### src/rtl/seven_seg_pkg.sv
// Shared constants, FSM encoding and BCD helper for the seven-segment scan controller.
package seven_seg_pkg;

  localparam logic [6:0] SEG_BLANK  = 7'b1111111;
  localparam int         NUM_DIGITS = 4;
  localparam int         BCD_ITER   = 8;

  typedef enum logic [1:0] {
    IDLE,
    SHIFT,
    COMMIT
  } state_t;

  // Double-dabble correction: any BCD nibble of 5 or more gets 3 added before the shift.
  function automatic logic [11:0] bcd_adj(input logic [11:0] b);
    logic [3:0] nib;
    bcd_adj = b;
    for (int i = 0; i < 3; i++) begin
      nib = b[i*4 +: 4];
      if (nib >= 4'd5) bcd_adj[i*4 +: 4] = nib + 4'd3;
    end
  endfunction

endpackage

### src/rtl/bin2bcd_seq.sv
// Sequential double-dabble engine: 8-bit binary in, three BCD nibbles out.
module bin2bcd_seq
  import seven_seg_pkg::*;
(
  input  logic        i_clk,
  input  logic        i_rst_n,
  input  logic        i_start,
  input  logic [7:0]  i_bin,
  output logic        o_busy,
  output logic        o_done,
  output logic [11:0] o_bcd
);

  localparam logic [3:0] ITER_LAST = 4'(BCD_ITER - 1);

  state_t      r_state;
  state_t      w_next;
  logic [7:0]  r_sr;
  logic [11:0] r_bcd;
  logic [3:0]  r_iter;
  logic [11:0] w_adj;

  assign w_adj  = bcd_adj(r_bcd);
  assign o_busy = (r_state != IDLE);
  assign o_done = (r_state == COMMIT);
  assign o_bcd  = r_bcd;

  always_ff @(posedge i_clk or negedge i_rst_n) begin
    if (!i_rst_n) r_state <= IDLE;
    else          r_state <= w_next;
  end

  always_comb begin
    w_next = r_state;
    case (r_state)
      IDLE:    if (i_start) w_next = SHIFT;
      SHIFT:   if (r_iter == ITER_LAST) w_next = COMMIT;
      COMMIT:  w_next = IDLE;
      default: w_next = IDLE;
    endcase
  end

  // The capture edge already performs the first iteration: the BCD is zero there,
  // so the add-3 step is a no-op and only the shift remains. This keeps the whole
  // conversion to 8 busy cycles including the commit.
  always_ff @(posedge i_clk or negedge i_rst_n) begin
    if (!i_rst_n) begin
      r_sr   <= '0;
      r_bcd  <= '0;
      r_iter <= '0;
    end else if (r_state == IDLE && i_start) begin
      r_sr   <= {i_bin[6:0], 1'b0};
      r_bcd  <= {11'b0, i_bin[7]};
      r_iter <= 4'd1;
    end else if (r_state == SHIFT) begin
      {r_bcd, r_sr} <= {w_adj[10:0], r_sr, 1'b0};
      r_iter        <= r_iter + 4'd1;
    end
  end

endmodule

### src/rtl/seven_seg.sv
// Hex nibble to active-low segment pattern {g,f,e,d,c,b,a}.
module seven_seg (
  input  logic [3:0] i_hex,
  output logic [6:0] o_seg
);

  always_comb begin
    o_seg = 7'b1111111;
    case (i_hex)
      4'h0: o_seg = 7'b1000000;
      4'h1: o_seg = 7'b1111001;
      4'h2: o_seg = 7'b0100100;
      4'h3: o_seg = 7'b0110000;
      4'h4: o_seg = 7'b0011001;
      4'h5: o_seg = 7'b0010010;
      4'h6: o_seg = 7'b0000010;
      4'h7: o_seg = 7'b1111000;
      4'h8: o_seg = 7'b0000000;
      4'h9: o_seg = 7'b0010000;
      4'hA: o_seg = 7'b0001000;
      4'hB: o_seg = 7'b0000011;
      4'hC: o_seg = 7'b1000110;
      4'hD: o_seg = 7'b0100001;
      4'hE: o_seg = 7'b0000110;
      4'hF: o_seg = 7'b0001110;
      default: o_seg = 7'b1111111;
    endcase
  end

endmodule

### src/rtl/seven_seg_scan_ctrl.sv
// Four-digit multiplexed seven-segment controller (decimal via double-dabble, or hex).
// Optional leading-zero blanking when SEVSEG_LZ_BLANK_EN is defined.
module seven_seg_scan_ctrl
  import seven_seg_pkg::*;
#(
  parameter int SCAN_DIV = 50000
) (
  input  logic       clk,
  input  logic       rst_n,
  input  logic [7:0] value,
  input  logic       hex_mode,
  input  logic       load,
  output logic       busy,
  output logic [6:0] seg,
  output logic [3:0] an
);

  localparam int PW = $clog2(SCAN_DIV) + 1;
  localparam logic [PW-1:0] PRESC_LAST = PW'(SCAN_DIV - 1);

  logic [3:0]    r_d2, r_d1, r_d0;
  logic          r_hex;
  logic [PW-1:0] r_presc;
  logic [1:0]    r_idx;
  logic [6:0]    r_seg;
  logic [3:0]    r_an;

  logic          w_busy;
  logic          w_done;
  logic          w_start;
  logic [11:0]   w_bcd;
  logic [3:0]    w_nib;
  logic          w_blank;
  logic [6:0]    w_dec_seg;
  logic          w_lz_d2;
  logic          w_lz_d1;

  assign w_start = load && !hex_mode && !w_busy;
  assign busy    = w_busy;
  assign seg     = r_seg;
  assign an      = r_an;

  bin2bcd_seq u_bcd (
    .i_clk   (clk),
    .i_rst_n (rst_n),
    .i_start (w_start),
    .i_bin   (value),
    .o_busy  (w_busy),
    .o_done  (w_done),
    .o_bcd   (w_bcd)
  );

  // Display registers change only on a hex load or a finished conversion.
  always_ff @(posedge clk or negedge rst_n) begin
    if (!rst_n) begin
      r_d2  <= '0;
      r_d1  <= '0;
      r_d0  <= '0;
      r_hex <= 1'b0;
    end else if (w_done) begin
      r_d2  <= w_bcd[11:8];
      r_d1  <= w_bcd[7:4];
      r_d0  <= w_bcd[3:0];
      r_hex <= 1'b0;
    end else if (load && hex_mode && !w_busy) begin
      r_d2  <= '0;
      r_d1  <= value[7:4];
      r_d0  <= value[3:0];
      r_hex <= 1'b1;
    end
  end

  always_ff @(posedge clk or negedge rst_n) begin
    if (!rst_n) begin
      r_presc <= '0;
      r_idx   <= '0;
    end else if (r_presc == PRESC_LAST) begin
      r_presc <= '0;
      r_idx   <= r_idx + 2'd1;
    end else begin
      r_presc <= r_presc + PW'(1);
    end
  end

`ifdef SEVSEG_LZ_BLANK_EN
  assign w_lz_d2 = (r_d2 == 4'd0);
  assign w_lz_d1 = r_hex ? (r_d1 == 4'd0) : ((r_d2 == 4'd0) && (r_d1 == 4'd0));
`else
  assign w_lz_d2 = 1'b0;
  assign w_lz_d1 = 1'b0;
`endif

  always_comb begin
    w_nib   = 4'd0;
    w_blank = 1'b1;
    case (r_idx)
      2'd0: begin w_nib = r_d0; w_blank = 1'b0;              end
      2'd1: begin w_nib = r_d1; w_blank = w_lz_d1;           end
      2'd2: begin w_nib = r_d2; w_blank = r_hex || w_lz_d2;  end
      default: begin w_nib = 4'd0; w_blank = 1'b1;           end
    endcase
  end

  seven_seg u_dec (
    .i_hex (w_nib),
    .o_seg (w_dec_seg)
  );

  // Output stage: segments and anodes trail the scan index by one cycle.
  always_ff @(posedge clk or negedge rst_n) begin
    if (!rst_n) begin
      r_seg <= SEG_BLANK;
      r_an  <= 4'b1111;
    end else begin
      r_seg <= w_blank ? SEG_BLANK : w_dec_seg;
      r_an  <= ~(4'b0001 << r_idx);
    end
  end

endmodule

### config.mk
export PLATFORM = sky130hd
export DESIGN_NAME = seven_seg_scan_ctrl
export DESIGN_NICKNAME = d
export VERILOG_FILES = /design/src/rtl/seven_seg_pkg.sv /design/src/rtl/bin2bcd_seq.sv /design/src/rtl/seven_seg.sv /design/src/rtl/seven_seg_scan_ctrl.sv
export SDC_FILE = /design/constraint.sdc
export NUM_CORES = 1
export LEC_CHECK = 0
export ABC_AREA = 0
export ABC_CLOCK_PERIOD_IN_PS = 2900
export CAP_MARGIN = 15
export CORE_ASPECT_RATIO = 0.7
export CORE_MARGIN = 2
export CORE_UTILIZATION = 42
export DETAILED_ROUTE_END_ITERATION = 8
export MAX_ROUTING_LAYER = met4
export SLEW_MARGIN = 20
export SYNTH_ARGS = -nofsm -noshare
export SYNTH_HDL_FRONTEND = slang
export SYNTH_SLANG_ARGS = --single-unit
### constraint.sdc
create_clock -name clk -period 2.9 [get_ports clk]
set_clock_uncertainty 0.1 [all_clocks]
set_input_delay 0.435 -clock clk [delete_from_list [all_inputs] [get_ports clk]]
set_output_delay 0.435 -clock clk [all_outputs]
set_load 0.01 [all_outputs]
==> impl_metrics.json, run 1 <==
{
  "status": "completed",
  "layout_min_cycle_time_ps": 2490,
  "rsz0062_at_grt": "no",
  "yosys.area.top_type": "dfrtp_1",
  "nFillCells": 726,
  "crit_type": "flop to flop",
  "area_growth_pct": 18.4,
  "min_from": "u_bcd.r_iter[3]",
  "final_nets": 389,
  "ctsRootBufferMaster": "clkbuf_16",
  "p_leak_nw": 1.79,
  "synth_top_area_share_pct": 41.6,
  "synth_area_leaders": "dfrtp_1 42%, dfstp_2 8.4%, ha_1 6.9%, xnor2_1 4.3%, nand2_1 4.2%",
  "fin_cells": 463,
  "r2r_start": "r_idx[0]",
  "netlist_instances": 328,
  "power_density_nw_per_um2": 934,
  "core_area_um2": 7910,
  "grt_max_degree": 27,
  "fin_crit_sh_pct": 85.8,
  "antenna_cells": 0,
  "synth_common_cells": "57 x dfrtp_1, 38 x nand2_1, 21 x o21ai_0",
  "critPathArrivalTime_ps": 2620,
  "postSynthAreaPerCell_um2": 10.4,
  "htree_levels": 3,
  "cts_tree": "built",
  "cp-end-kind": "flop",
  "drc": 0,
  "hold_depth": 1,
  "ctsResizeCount": 0,
  "synth_nets": 359,
  "wire_per_inst_um": 14.8,
  "antenna_found_initial": 0,
  "cts_buffers": 9,
  "reg2reg_slack_ps": 410,
  "via_per_inst": 5.37,
  "dp_hpwl_mm": 4.82,
  "first_global_vias": 2383,
  "routabilityCongestion": 0.851,
  "cp.required_ps": 3030,
  "synth-edff-count": 0,
  "worst_ir_drop_vdd_mv": 0.528,
  "cts_max_path_buffers": 2,
  "reg2reg_depth": 9,
  "ys_warn_count": 0,
  "rows": 27,
  "ys_types": 49,
  "io_pins": 24,
  "hold_viol_final": 0,
  "synth_top_flop_cell": "dfrtp_1",
  "placed_cells": 447,
  "netlist_area_um2": 3430,
  "final_area_um2": 4060,
  "seq_area_frac_synth_pct": 50.1,
  "dpl_cell_area_um2": 3770,
  "synth.most_common_cell": "dfrtp_1",
  "die_width_um": 112,
  "r2r-end": "seg[3]",
  "dieArea_um2": 8910,
  "slew_headroom_pct": 60.9,
  "synth_async_sr_flop_share_pct": 100,
  "start_util_pct": 43.3,
  "worst_skew_pair.late_latency_ps": 330,
  "cts.sinks": 68,
  "tns_ps": 0,
  "worst_pin_slew_ps": 585,
  "gr-total-overflow": 0,
  "layout-drive-gt1-share_pct": 13.0,
  "first_iter_violations": 107,
  "grt_pass1_wl_mm": 11.9,
  "drv_slew": 0,
  "min_path_type": "flop to flop",
  "critPathMaxFanout": 6,
  "hold_end": "u_bcd.r_state[1]",
  "fmax_ghz": 0.402,
  "dr.pass1.iters": 4,
  "drt-total-wl_mm": 6.84,
  "num_vias": 2487,
  "portBuffers": 23,
  "start_kind": "flop",
  "die_h_um": 79.6,
  "path_clk_slew_ps": 50,
  "grt_util_all_layers_pct": 17.7,
  "postRouteAntennaNets": 0,
  "ys_ff_latch": 68,
  "setup_viol": 0,
  "maxCapViolCount": 0
}
==> per-stage QoR <==
stage	hold slack [ps]	total power, mW	setup slack (ps)	utilization, %
2_1_floorplan	39.4	2.39	665	-
6_report	371	3.79	410	51.3
3_5_place_dp	335	2.79	454	47.7
4_1_cts	368	3.82	411	51.3
5_1_grt	393	4.06	237	51.3
3_3_place_gp	330	2.76	528	47.7
==> worst max-delay path, cell delays in order (launching register included) <==
cell      delay [ps]
dfrtp_1          390
inv_1            100
ha_1             280
a222oi_1         480
or2_2            250
inv_1             70
ha_1             230
and2b_2          210
a211oi_1         160
o21ai_0          100
==> what timing repair did <==
| action | in CTS | in global routing |
|---|---|---|
| hold buffers | 1 | 0 |
| setup buffers | 0 | 0 |
| endpoints found under the hold margin | 20 | 0 |
==> metal layers <==
| metal | vias up | global-route usage [%] | wire (µm) |
|---|---|---|---|
| li1 | 1210 | - | - |
| met2 | 44 | 24.1 | 2800 |
| met3 | 10 | 5.69 | 336 |
| met5 | - | - | 0 |
| met1 | 1223 | 24.7 | 3620 |
| met4 | 0 | 6.59 | 85 |
==> area by class of cell <==
cell class / instances / area [µm²] / area share [%]
Sequential cell: 68 / 1720 / 42.3
Tap cell: 101 / 126 / 3.11
Timing Repair Buffer: 34 / 310 / 7.65
Inverter: 18 / 67.6 / 1.67
Multi-Input combinational cell: 227 / 1560 / 38.5
Clock buffer: 11 / 253 / 6.23
Clock inverter: 4 / 25.0 / 0.617
==> kinds of logic after synthesis <==
| group | share of synthesized area, % |
|---|---|
| adders and majority gates | 6.94 |
| xor gates and xnor gates | 5.62 |
| DFF | 50.1 |
| buffers and inverters | 4.38 |
| AOI/OAI and AO/OA | 13.5 |
| and+or+nand+nor | 14.4 |
| muxes | 5.08 |
==> worst max-delay path by stage <==
stage          startpoint     end  cells after the start
2_1_floorplan    r_idx[0]  seg[3]                      9
4_1_cts          r_idx[0]  seg[3]                      9
5_1_grt          r_idx[0]  seg[3]                      9
3_3_place_gp     r_idx[0]  seg[3]                      9
6_report         r_idx[0]  seg[3]                      9
3_5_place_dp     r_idx[0]  seg[3]                      9
==> where the power goes <==
group | leakage, nW | total (mW) | switching, mW | internal, mW
combinational | 0.805 | 1.32 | 0.700 | 0.619
sequential | 0.851 | 1.46 | 0.216 | 1.24
clock | 0.133 | 1.01 | 0.396 | 0.616
==> cells in the final DEF, fill, tap and decap left out, drive strengths merged, types with 2 or more instances in the layout <==
master / instances
nor3: 5
mux2i: 14
nand3: 9
o21ai: 22
nand4: 7
clkbuf: 11
buf: 11
a22o: 4
a32o: 3
clkinvlp: 2
a222oi: 4
nand3b: 2
ha: 19
xor2: 5
a31oi: 2
nand2: 38
o31ai: 3
nor4: 3
nor2b: 3
mux2: 3
xnor2: 17
nand2b: 7
nor2: 19
clkdlybuf4s50: 22
inv: 18
dfstp: 11
o32ai: 2
a21oi: 6
o22ai: 6
clkinv: 2
or2: 3
a21o: 2
dfrtp: 57
a22oi: 6
==> sequential cells by signal, indices dropped and copies added (netlist names) <==
| register | count |
|---|---|
| u_bcd.o_bcd | 12 |
| u_bcd.r_sr | 7 |
| u_bcd.r_state | 2 |
| r_d2 | 4 |
| u_bcd.r_iter | 4 |
| an | 4 |
| r_d1 | 4 |
| seg | 7 |
| r_hex | 1 |
| r_d0 | 4 |
| r_presc | 17 |
| r_idx | 2 |
No activity file was read; power rests on OpenSTA's default activity.
==> run 2, diff against run 1 <==
Settings changed: CORE_ASPECT_RATIO 0.7 to unset, SKIP_LAST_GASP set to 1.
==> run 2 against run 1 <==
Die area shrank 0.12%; sequential cell count did not move; setup slack worse by 75 ps; routed wire length down 4.1%; clock-buffer cell count is 1 higher; global-route usage is 0.77 points lower; critical path type unchanged.
==> impl_metrics.json, run 2 (synthesis gave the netlist of run 1 again) <==
{
  "layout_min_cycle_time_ps": 2560,
  "regMostFlops": "r_presc",
  "maxCapViolCount": 0,
  "cp.required_ps": 3040,
  "p_leak_nw": 1.75,
  "critPathArrivalTime_ps": 2700,
  "die_h_um": 94.3,
  "cts_setup_buffers": 0,
  "worst_pin_slew_ps": 694,
  "critPathMaxFanout": 6,
  "drv_slew": 0,
  "path_clk_slew_ps": 70,
  "setup_ws_ps": 335,
  "clockPowerShare_pct": 22.5,
  "rsz0062_at_grt": "no",
  "pre_cts_ws_ps": 411,
  "nFillCells": 723,
  "dr.pass1.iters": 4,
  "min_path_type": "primary input to asynchronous set/reset pin",
  "dp_hpwl_mm": 4.54,
  "hold_viol_final": 0,
  "postRouteAntennaNets": 0,
  "area_growth_pct": 15.9,
  "slew_headroom_pct": 53.7,
  "io_pins": 24,
  "core_area_um2": 7810,
  "cp-end-kind": "flop",
  "crit_chain": "inv_1 > ha_1 > a222oi_1 > or2_2 > inv_1 > ha_1 > and2b_2 > a211oi_1 > o21ai_0",
  "cp_slowest_cell": "a222oi_1",
  "crit_family": "compound AO/OA/AOI/OAI gates",
  "power_density_nw_per_um2": 894,
  "grt_pass1_wl_mm": 11.4,
  "cts.hold.buffers_added": 0,
  "cpPeakStageDelay_ps": 580,
  "num_vias": 2443,
  "cts_max_path_buffers": 2,
  "cts.sinks": 68,
  "swShare_pct": 35.3,
  "grt_util_all_layers_pct": 16.9,
  "start_util_pct": 43.9,
  "ctsResizeCount": 0,
  "wire_per_inst_um": 14.2,
  "combPwrFrac_pct": 36.8,
  "drc": 0,
  "first_global_vias": 2398,
  "power_switching_mw": 1.25,
  "worst_ir_drop_vdd_mv": 0.448,
  "p_int_mw": 2.30,
  "portBuffers": 23,
  "cts_buffers": 9,
  "worst_skew_pair.late_latency_ps": 340,
  "cts_tree": "built",
  "crit_type": "flop to flop",
  "htree_levels": 3,
  "mostFrequentLayoutCells": "57 x dfrtp_1, 38 x nand2_1, 22 x clkdlybuf4s50_1",
  "drt-total-wl_mm": 6.56,
  "antenna_cells": 0,
  "dieArea_um2": 8900,
  "fin_crit_sh_pct": 88.4,
  "grt_max_degree": 38,
  "final_area_um2": 3970,
  "p_seq_share_pct": 40.7,
  "fmax_ghz": 0.390,
  "first_iter_violations": 142,
  "routabilityCongestion": 0.811,
  "critical_path_buf_inv_count": 2,
  "largest_reg_flops": 17,
  "dpl_cell_area_um2": 3770,
  "die_width_um": 94.3,
  "layout-drive-gt1-share_pct": 12.5,
  "rows": 32,
  "ctsRootBufferMaster": "clkbuf_8",
  "via_per_inst": 5.29,
  "status": "completed",
  "final_nets": 386,
  "start_kind": "flop",
  "setup_viol": 0,
  "tns_ps": 0,
  "antenna_found_initial": 0,
  "gr-total-overflow": 0,
  "mostFrequentLayoutCell": "dfrtp_1"
}
-- run 2: stage by stage --
step                      total power, mW  std cells  hold slack [ps]  util (%)
final                                3.55        462             35.7      50.9
after global routing                 3.84        462             73.3      50.9
after CTS                            3.60        462             47.3      50.9
after detailed placement             2.77        446              367      48.3
after global placement               2.74        446              359      48.3
after floorplan                      2.39        328             39.4         -
-- run 2: path summary, 6_finish.rpt --
kind / slack (ps) / endpoint / startpoint / cells after the start
max: 340 / seg[3] / r_idx[0] / 9
min: 40 / r_presc[6] / rst_n / 1
max reg2reg: 340 / seg[3] / r_idx[0] / 9
min reg2reg: 370 / u_bcd.r_state[1] / u_bcd.r_iter[3] / 1
max in group asynchronous: 1970 / seg[0] / rst_n / 2
min in group clk: 370 / u_bcd.r_state[1] / u_bcd.r_iter[3] / 1
-- run 2: layer usage --
| metal | global-route usage (%) | wire (µm) | vias to the layer above |
|---|---|---|---|
| li1 | - | - | 1208 |
| met1 | 21.3 | 3160 | 1186 |
| met2 | 26.6 | 3080 | 37 |
| met3 | 5.30 | 239 | 12 |
| met4 | 4.59 | 91 | 0 |
| met5 | - | 0 | - |
-- run 2: area by class of cell --
cell class	instances	area, µm²	area share (%)
clock inverter	4	47.5	1.20
inverter	18	67.6	1.70
multi-input combinational	227	1560	39.3
sequential	68	1720	43.2
timing repair buffer	31	298	7.50
clock buffer	12	155	3.91
tap	102	128	3.21
-- run 2: power groups by stage --
stage	logic, mW	registers (mW)	clock network (mW)
after global routing	1.48	1.48	0.878
after global placement	1.29	1.46	0
after detailed placement	1.31	1.46	0
after floorplan	0.968	1.42	0
final	1.31	1.44	0.798
after CTS	1.32	1.44	0.830
